[config.mk]
export PLATFORM = sky130hd
export DESIGN_NAME = rca_slice_sequencer
export DESIGN_NICKNAME = d
export VERILOG_FILES = /design/src/rtl/rca_slice_sequencer.sv
export SDC_FILE = /design/constraint.sdc
export NUM_CORES = 1
export LEC_CHECK = 0
export ABC_AREA = 1
export ABC_CLOCK_PERIOD_IN_PS = 6600
export CAP_MARGIN = 5
export CORE_ASPECT_RATIO = 1.4
export CORE_MARGIN = 4
export CORE_UTILIZATION = 56
export DETAILED_ROUTE_END_ITERATION = 12
export PLACE_DENSITY = 0.91
export REMOVE_ABC_BUFFERS = 1
export SLEW_MARGIN = 40
export SYNTH_ARGS = -nofsm -noshare
export SYNTH_HDL_FRONTEND = slang
export SYNTH_SLANG_ARGS = --single-unit
[constraint.sdc]
create_clock -name clk -period 6.6 [get_ports clk]
set_input_delay 1.98 -clock clk [delete_from_list [all_inputs] [get_ports clk]]
set_output_delay 1.98 -clock clk [all_outputs]
set_load 0.02 [all_outputs]
[src/rtl/rca_slice_sequencer.sv]
// Multi-cycle add/subtract built around one SLICE-bit ripple-carry adder that is
// reused WIDTH/SLICE times, LSB slice first, with a registered carry between passes.

module rca_slice #(
  parameter int W = 8
) (
  input  logic [W-1:0] i_a,
  input  logic [W-1:0] i_b,
  input  logic         i_cin,
  output logic [W-1:0] o_sum,
  output logic         o_cout
);

  logic [W:0] w_c;

  assign w_c[0] = i_cin;

  for (genvar gi = 0; gi < W; gi++) begin : g_fa
    assign o_sum[gi]  = i_a[gi] ^ i_b[gi] ^ w_c[gi];
    assign w_c[gi+1]  = (i_a[gi] & i_b[gi]) | (w_c[gi] & (i_a[gi] ^ i_b[gi]));
  end

  assign o_cout = w_c[W];

endmodule

module rca_slice_sequencer #(
  parameter int WIDTH = 32,
  parameter int SLICE = 8
) (
  input  logic             clk,
  input  logic             rst,
  input  logic             start,
  input  logic             op,
  input  logic [WIDTH-1:0] A,
  input  logic [WIDTH-1:0] B,
  input  logic             cin,
  output logic             busy,
  output logic             done,
  output logic [WIDTH-1:0] S,
  output logic             cout,
  output logic             ovf
);

  localparam int N  = WIDTH / SLICE;
  localparam int KW = (N > 1) ? $clog2(N) : 1;
  localparam logic [KW-1:0] K_LAST = KW'(N - 1);

  localparam logic [1:0] ST_IDLE = 2'd0;
  localparam logic [1:0] ST_RUN  = 2'd1;
  localparam logic [1:0] ST_DONE = 2'd2;

  logic [1:0]       r_state;
  logic [KW-1:0]    r_k;
  logic             r_carry;
  logic [WIDTH-1:0] r_opa;
  logic [WIDTH-1:0] r_opb;
  logic [WIDTH-1:0] r_res;
  logic [WIDTH-1:0] r_s;
  logic             r_cout;
  logic             r_ovf;

  logic [SLICE-1:0] w_a_slice;
  logic [SLICE-1:0] w_b_slice;
  logic [SLICE-1:0] w_sum;
  logic             w_slice_cout;
  logic [WIDTH-1:0] w_res_next;
  logic             w_last;
  logic             w_ovf;

  assign w_a_slice = r_opa[r_k*SLICE +: SLICE];
  assign w_b_slice = r_opb[r_k*SLICE +: SLICE];

  rca_slice #(
    .W(SLICE)
  ) u_slice (
    .i_a   (w_a_slice),
    .i_b   (w_b_slice),
    .i_cin (r_carry),
    .o_sum (w_sum),
    .o_cout(w_slice_cout)
  );

  // Internal result with the slice currently being computed merged in.
  for (genvar gi = 0; gi < N; gi++) begin : g_res
    localparam logic [KW-1:0] SEL = KW'(gi);
    assign w_res_next[gi*SLICE +: SLICE] = (r_k == SEL) ? w_sum : r_res[gi*SLICE +: SLICE];
  end

  assign w_last = (r_k == K_LAST);
  // Subtraction already folded into opB, so one add-overflow rule covers both ops.
  assign w_ovf  = (r_opa[WIDTH-1] == r_opb[WIDTH-1]) && (w_res_next[WIDTH-1] != r_opa[WIDTH-1]);

  always_ff @(posedge clk) begin
    if (rst) begin
      r_state <= ST_IDLE;
      r_k     <= '0;
      r_carry <= 1'b0;
      r_opa   <= '0;
      r_opb   <= '0;
      r_res   <= '0;
      r_s     <= '0;
      r_cout  <= 1'b0;
      r_ovf   <= 1'b0;
    end else begin
      case (r_state)
        ST_IDLE, ST_DONE: begin
          if (start) begin
            r_opa   <= A;
            r_opb   <= op ? ~B : B;
            r_carry <= cin ^ op;
            r_k     <= '0;
            r_state <= ST_RUN;
          end else begin
            r_state <= ST_IDLE;
          end
        end
        ST_RUN: begin
          r_res   <= w_res_next;
          r_carry <= w_slice_cout;
          if (w_last) begin
            r_k     <= '0;
            r_s     <= w_res_next;
            r_cout  <= w_slice_cout;
            r_ovf   <= w_ovf;
            r_state <= ST_DONE;
          end else begin
            r_k <= r_k + 1'b1;
          end
        end
        default: r_state <= ST_IDLE;
      endcase
    end
  end

  assign busy = (r_state == ST_RUN);
  assign done = (r_state == ST_DONE);
  assign S    = r_s;
  assign cout = r_cout;
  assign ovf  = r_ovf;

endmodule
==> results of run 1 <==
[sequential cells by signal, indices dropped and copies added, names as in the netlist]
signal and count:
r_carry 1, r_state 2, r_opa 32, ovf 1
S 32, r_res 25, r_opb 32, cout 1
r_k 2
[per-layer routing]
layer	global-route usage	wire, um	vias up
li1	-	-	2598
met1	0.263	5340	2456
met2	0.436	7400	202
met3	0.0630	811	60
met4	0.138	600	0
met5	0	0	-
[worst reg2reg max path: cells and delay by family, from the launching register on]
kind | cells | cell delay [ns]
compound gates | 4 | 0.68
flops | 1 | 0.30
fa+ha+maj | 8 | 2.95
simple gates | 2 | 0.13
buf+inv | 6 | 1.10
[area by class of cell]
class	instances	area, sq um
Sequential cell	128	2560
Fill cell	768	2650
Inverter	57	215
Tap cell	135	169
Clock inverter	5	75.1
Clock buffer	27	513
Timing Repair Buffer	109	1090
Multi-Input combinational cell	516	2620
[final timing paths]
| check | slack [ns] | endpoint | start | depth (start not counted) |
|---|---|---|---|---|
| worst min-delay path | 0.46 | S[18] | S[18] | 2 |
| worst max register to register | 1.39 | S[7] | r_k[0] | 20 |
| worst min register to register | 0.46 | S[18] | S[18] | 2 |
| worst max-delay path | 1.39 | S[7] | r_k[0] | 20 |
[stage by stage]
step / hold slack, ns / worst slack (ns) / area [sq um]
2_1_floorplan: 0.426 / 1.42 / 5390
3_3_place_gp: 0.443 / 1.57 / 6630
3_5_place_dp: 0.449 / 1.45 / 6630
4_1_cts: 0.463 / 1.42 / 7220
5_1_grt: 0.489 / 0.974 / 7250
6_report: 0.457 / 1.39 / 7250
[where the power goes]
part           internal [mW]  switching (mW)  leakage, nW
combinational          0.132           0.192         1.56
clock                  0.604           0.319        0.291
sequential             0.825          0.0292         1.05
total                   1.56           0.541         2.91
[cell usage in the layout, fill, tap and decap left out]
cell             instances
nor2_4                   3
o21ai_1                 10
nand2_1                 87
buf_4                    5
inv_1                   53
xnor2_1                 32
nor2_1                 133
nand2_2                  2
ha_1                     4
nand3_1                  7
bufinv_16                2
clkinv_2                 4
clkbuf_1                 5
o21ai_0                145
clkdlybuf4s50_1        103
a21oi_1                 71
fa_1                     8
dfxtp_1                128
clkbuf_8                 5
o211ai_1                 1
clkbuf_16               18
inv_2                    3
nand3_2                  1
o22ai_1                 12
[cells by family (layout without fill, tap and decap cells)]
group	after synthesis	in the layout	share of synthesized area
buffers and inverters	112	198	0.0898
adder cells (fa/ha/maj)	12	12	0.0370
AO/OA/AOI/OAI	239	239	0.214
AND/OR/NAND/NOR	233	233	0.160
flip-flops	128	128	0.451
XOR/XNOR	32	32	0.0493
==> impl_results.md, run 1 <==
- Outcome: complete, no violations
- Crit Path Max Fanout: 41
- X dimension of the die: approximately 93 um
- Vias in the first global route: 5,256
- Remaining Overflow, GRT: 0
- Required @ worst endpoint: a little under 7 ns
- Pins Over Slew Limit: 0
- Synth Register Bits: ~130
- Pin count of the biggest net entering global routing: a little over 60
- Worst Tran Pin Value: ~0.83 ns
- Core Util, Final: 0.732
- Synth top area cells: dfxtp_1, o21ai_0, nor2_1
- Routability cong.: about 0.85
- CP max-delay cell: fa_1
- Synth top cells by count: o21ai_0, nor2_1, dfxtp_1
- Data arrival, critical path: ~5.6 ns
- Via-to-Cell Ratio: around 5.4
- Area growth syn-to-layout: 27.5%
- Chip Height: 127 um
- DRC Markers: 0
- NumNets Final: 910
- Overall power: around 2.1 mW
- TNS Setup: 0 ns
- Most used cell, CP: fa_1
- CTS root buffer: clkbuf_16
- CTS tree: built
- Synth warn: 0
- Layout cells sized above 1: 0.0511
- Number of flops mapped to enable cells by yosys: 0
- Post-synth top area share: 0.451
- Setup crit start kind: flip-flop
- CP Class: reg -> reg
- Ys async rst share: 0
- Clk Latency, worst-skew pair: about 0.42 ns
- P per Cell Area: a little under 300 mW/mm^2
- Most frequent cell after synthesis: o21ai_0
- Hpwl dp: 9320 um
- Minimum clock period: 5.21 ns
- Final hold vios: 0
- Clk_skew: about 0.0070 ns
- LEAKAGE: 2.91 nW
- Syn avg cell area: about 7.5 sq um
- Worst hold-check path type: reg -> reg
- Max transition margin: 0.448
- Clock Tree Buf Depth: 2
- Sequential share of the synthesized area: 0.451
- Ports: 105
- # rows: 43
- DR iter-0 viols: about 300
- Top delay family on crit path: adder cells
- H-tree depth: 4
- Count of final setup violators: 0
- Initial antenna violation count: 0
- Vias: about 5,300
- Clock slew at reported path FFs: about 0.050 ns
- Hold Buf Count CTS: 0
- Tcrit/Tclk final: 0.789
- Num CTS Buffers: 17
- Drt pass-1 iters: 5
- Routed wire length per instance: ~14 um
- Achievable Freq: 192 MHz
- Crit-path cells: buf_4 > inv_1 > o21ai_0 > o22ai_1 > fa_1 > fa_1 > fa_1 > fa_1 > fa_1 > inv_1 > fa_1 > inv_1 > fa_1 > inv_1 > fa_1 > inv_1 > nand2_1 > o21ai_0 > nor2_1 > a21oi_1
- Unique masters post-synth: 23
- Total global-route track usage: 0.246
- Final non-filler cell total: between 900 and 1,000
- Worst setup EP type: flip-flop
- Port bufs: approximately 100
- Post CTS Setup Buffer Count: 0
- Max incr delay on CP: 0.45 ns
- Buf+Inv Stages, Crit Path: 6
- Clock sink count: 128
- MaxCap Viol Count: 0
- First-pass GRT wire length: roughly 23,000 um
- Initial Util: 0.574
- Final ANT Viol Nets: 0
- Dominant synthesized flop cell: dfxtp_1
- Ant. Diodes: 0
- Placed cells: 944
- Post-Synthesis Cells: 756
- Core region area: slightly below 0.01 sq mm
- Max IR drop VDD: 0.192 mV
- Die ar.: between 0.01 and 0.015 sq mm
- Post-cts resize count: 0
- Syn Std Cell Area: approximately 0.0057 sq mm
- RSZ-0062 raised after global routing: false
- Cell taking the most area after synthesis: dfxtp_1
- Total wire length: 14,100 um
No activity file was read; power rests on OpenSTA's default activity.
==> inputs of run 2 (changes only) <==
--- a/config.mk
+++ b/config.mk
@@ -6,13 +6,13 @@
 export NUM_CORES = 1
 export LEC_CHECK = 0
 export ABC_AREA = 1
-export ABC_CLOCK_PERIOD_IN_PS = 6600
+export ABC_CLOCK_PERIOD_IN_PS = 4400
 export CAP_MARGIN = 5
 export CORE_ASPECT_RATIO = 1.4
 export CORE_MARGIN = 4
-export CORE_UTILIZATION = 56
+export CORE_UTILIZATION = 47
 export DETAILED_ROUTE_END_ITERATION = 12
-export PLACE_DENSITY = 0.91
+export PLACE_DENSITY = 0.82
 export REMOVE_ABC_BUFFERS = 1
 export SLEW_MARGIN = 40
 export SYNTH_ARGS = -nofsm -noshare
==> constraint.sdc (replaced) <==
create_clock -name clk -period 4.4 [get_ports clk]
set_input_delay 1.32 -clock clk [delete_from_list [all_inputs] [get_ports clk]]
set_output_delay 1.32 -clock clk [all_outputs]
set_load 0.02 [all_outputs]
==> run 2 against run 1 <==
Against the previous run: sequential share of layout area decreased by 0.23 points; die area increased by 18%; power rose by 43%; flip-flop and latch count unchanged; cell count up 2.3%; routed wire length fell by 3.2%; worst setup slack lost 1.1 ns; critical endpoint is now S[15]; hold slack got worse by 0.0054 ns; combinational power is 54% higher; register-to-register slack got worse by 1.1 ns.
==> impl_results.md, run 2 (synthesized netlist as in run 1, its figures left out) <==
- Outcome: complete, no violations
- Vias in the first global route: 4,778 (-9.1%)
- Via-to-Cell Ratio: 5.09 (-6.5%)
- H-tree depth: 4 (unchanged)
- # rows: 47 (+9.3%)
- Core region area: 0.0118 sq mm (+19%)
- Initial antenna violation count: 0 (unchanged)
- Routed wire length per instance: 13.7 um (-5.4%)
- Tcrit/Tclk final: 0.941 (+0.151)
- CP Class: reg -> reg
- Routability cong.: 0.871 (+2.1%)
- Layout cells sized above 1: 0.0810 (+0.0299)
- Ports: 105 (unchanged)
- Commonest non-fill, non-tap cells in the layout: o21ai_0, nor2_1, dfxtp_1
- CTS root buffer: clkbuf_16
- Worst setup EP type: flip-flop
- Clock slew at reported path FFs: 0.05 ns (about the same)
- Total wire length: 13,700 um (-3.2%)
- Fillers: 1,037 (+35%)
- Core Util, Final: 0.619 (-0.114)
- Hold Slack: 0.452 ns (-0.00535 ns)
- CTS tree: built
- NumNets Final: 922 (+1.3%)
- Total global-route track usage: 0.203 (-0.0426)
- Vias: 5,084 (-4.4%)
- Minimum clock period: 4.14 ns (-1.07 ns)
- Worst Tran Pin Value: 0.792 ns (-0.0342 ns)
- Max transition margin: 0.470 (+0.0228)
- Flop2flop setup slack: 0.26 ns (-1.13 ns)
- Clk Latency, worst-skew pair: 0.42 ns (about the same)
- DRC Markers: 0 (unchanged)
- Pins Over Slew Limit: 0 (unchanged)
- Setup crit start kind: flip-flop
- Ant. Diodes: 0 (unchanged)
- LEAKAGE: 2.92 nW (+0.39%)
- Clk_skew: 0.00586 ns (-0.00110 ns)
- P per Cell Area: 411 mW/mm^2 (+42%)
- Data arrival, critical path: 4.49 ns (-1.07 ns)
- Clock Tree Buf Depth: 2 (unchanged)
- Drt pass-1 iters: 4 (-1)
- RSZ-0062 raised after global routing: false
- MaxCap Viol Count: 0 (unchanged)
- Overall power: 3.00 mW (+43%)
- Achievable Freq: 242 MHz (+26%)
- Clock sink count: 128 (unchanged)
- Worst hold-check path type: reg -> reg
- Hold Buf Count CTS: 0 (unchanged)
- Port bufs: 104 (unchanged)
- Final ANT Viol Nets: 0 (unchanged)
- Pin count of the biggest net entering global routing: 68 (+9.7%)
- Area growth syn-to-layout: 28.6%
- Commonest non-fill, non-tap cell in the layout: o21ai_0
- First-pass GRT wire length: 22,600 um (-2.5%)
- Final hold vios: 0 (unchanged)
- Chip Height: 138 um (+8.6%)
- Num CTS Buffers: 17 (unchanged)
- DR iter-0 viols: 252 (-15%)
- X dimension of the die: 101 um (+8.4%)
- Die ar.: 0.0139 sq mm (+18%)
- Hpwl dp: 9540 um (+2.4%)
- Remaining Overflow, GRT: 0 (unchanged)
- Max IR drop VDD: 0.238 mV (+24%)
- Count of final setup violators: 0 (unchanged)
- Crit Path Max Fanout: 7 (-83%)
- Required @ worst endpoint: 4.75 ns (-2.20 ns)
- Initial Util: 0.481 (-0.0933)
[run 2: cell types whose count changed in the layout (fill, tap and decap cells not counted), sizes merged]
cell and change:
buf +13, bufinv -2, clkbuf -4, clkinv +1, clkinvlp +2
[run 2: path summary, 6_finish.rpt]
kind	from	to	cells past startpoint
max	r_k[0]	S[15]	19
min	r_opa[5]	r_opa[5]	2
max reg2reg	r_k[0]	S[15]	19
min reg2reg	r_opa[5]	r_opa[5]	2
[run 2: per-layer routing]
metal  global-route usage  vias up  part of all wire
met5                    0        -                 0
met2                0.330      149              0.51
li1                     -     2611                 -
met1                0.254     2298              0.42
met3               0.0484       26             0.052
met4               0.0910        0             0.024
[run 2: stage by stage]
| step | setup slack (ns) | instances | setup TNS (ns) | area (sq um) |
|---|---|---|---|---|
| 2_1_floorplan | -0.780 | 701 | -11.47 | 5390 |
| 3_3_place_gp | -0.0348 | 968 | -0.0681 | 6740 |
| 3_5_place_dp | -0.124 | 969 | -0.483 | 6760 |
| 4_1_cts | 0.0145 | 999 | 0 | 7270 |
| 5_1_grt | 0.0159 | 999 | 0 | 7310 |
| 6_report | 0.262 | 999 | 0 | 7310 |
[run 2: repair_timing]
item                       in CTS  in global routing
pin swaps                       0                  4
gates resized for setup         3                 19
setup buffers                   0                  0
setup endpoints to repair       6                  9
[run 2: power breakdown]
| group | total (mW) | leakage [nW] | switching [mW] | internal, mW |
|---|---|---|---|---|
| clock network | 1.22 | 0.252 | 0.473 | 0.752 |
| logic | 0.499 | 1.61 | 0.286 | 0.213 |
| registers | 1.28 | 1.05 | 0.0436 | 1.24 |
| total | 3.00 | 2.92 | 0.802 | 2.20 |
[run 2: layout make-up]
class | instances | area (sq um) | share of cell area
clock inverters | 6 | 35.0 | 0.00479
clock buffers | 24 | 482 | 0.0659
inverters | 57 | 218 | 0.0298
repair buffers | 121 | 1180 | 0.161
flip-flops and latches | 128 | 2570 | 0.351
multi-input cells | 516 | 2650 | 0.362
well taps | 147 | 184 | 0.0252
[run 2: worst max-delay path, stage by stage (launching register included)]
cell and delay, ns:
dfxtp_4 0.38, inv_4 0.06, nor2_1 0.11, o22ai_2 0.11, fa_2 0.40, fa_2 0.38
fa_2 0.35, fa_2 0.35, fa_2 0.34, inv_2 0.06, fa_2 0.17, inv_1 0.05
fa_2 0.33, inv_2 0.07, fa_1 0.46, inv_2 0.09, nand2_1 0.05, o21ai_1 0.09
nor2_1 0.07, a21oi_1 0.17
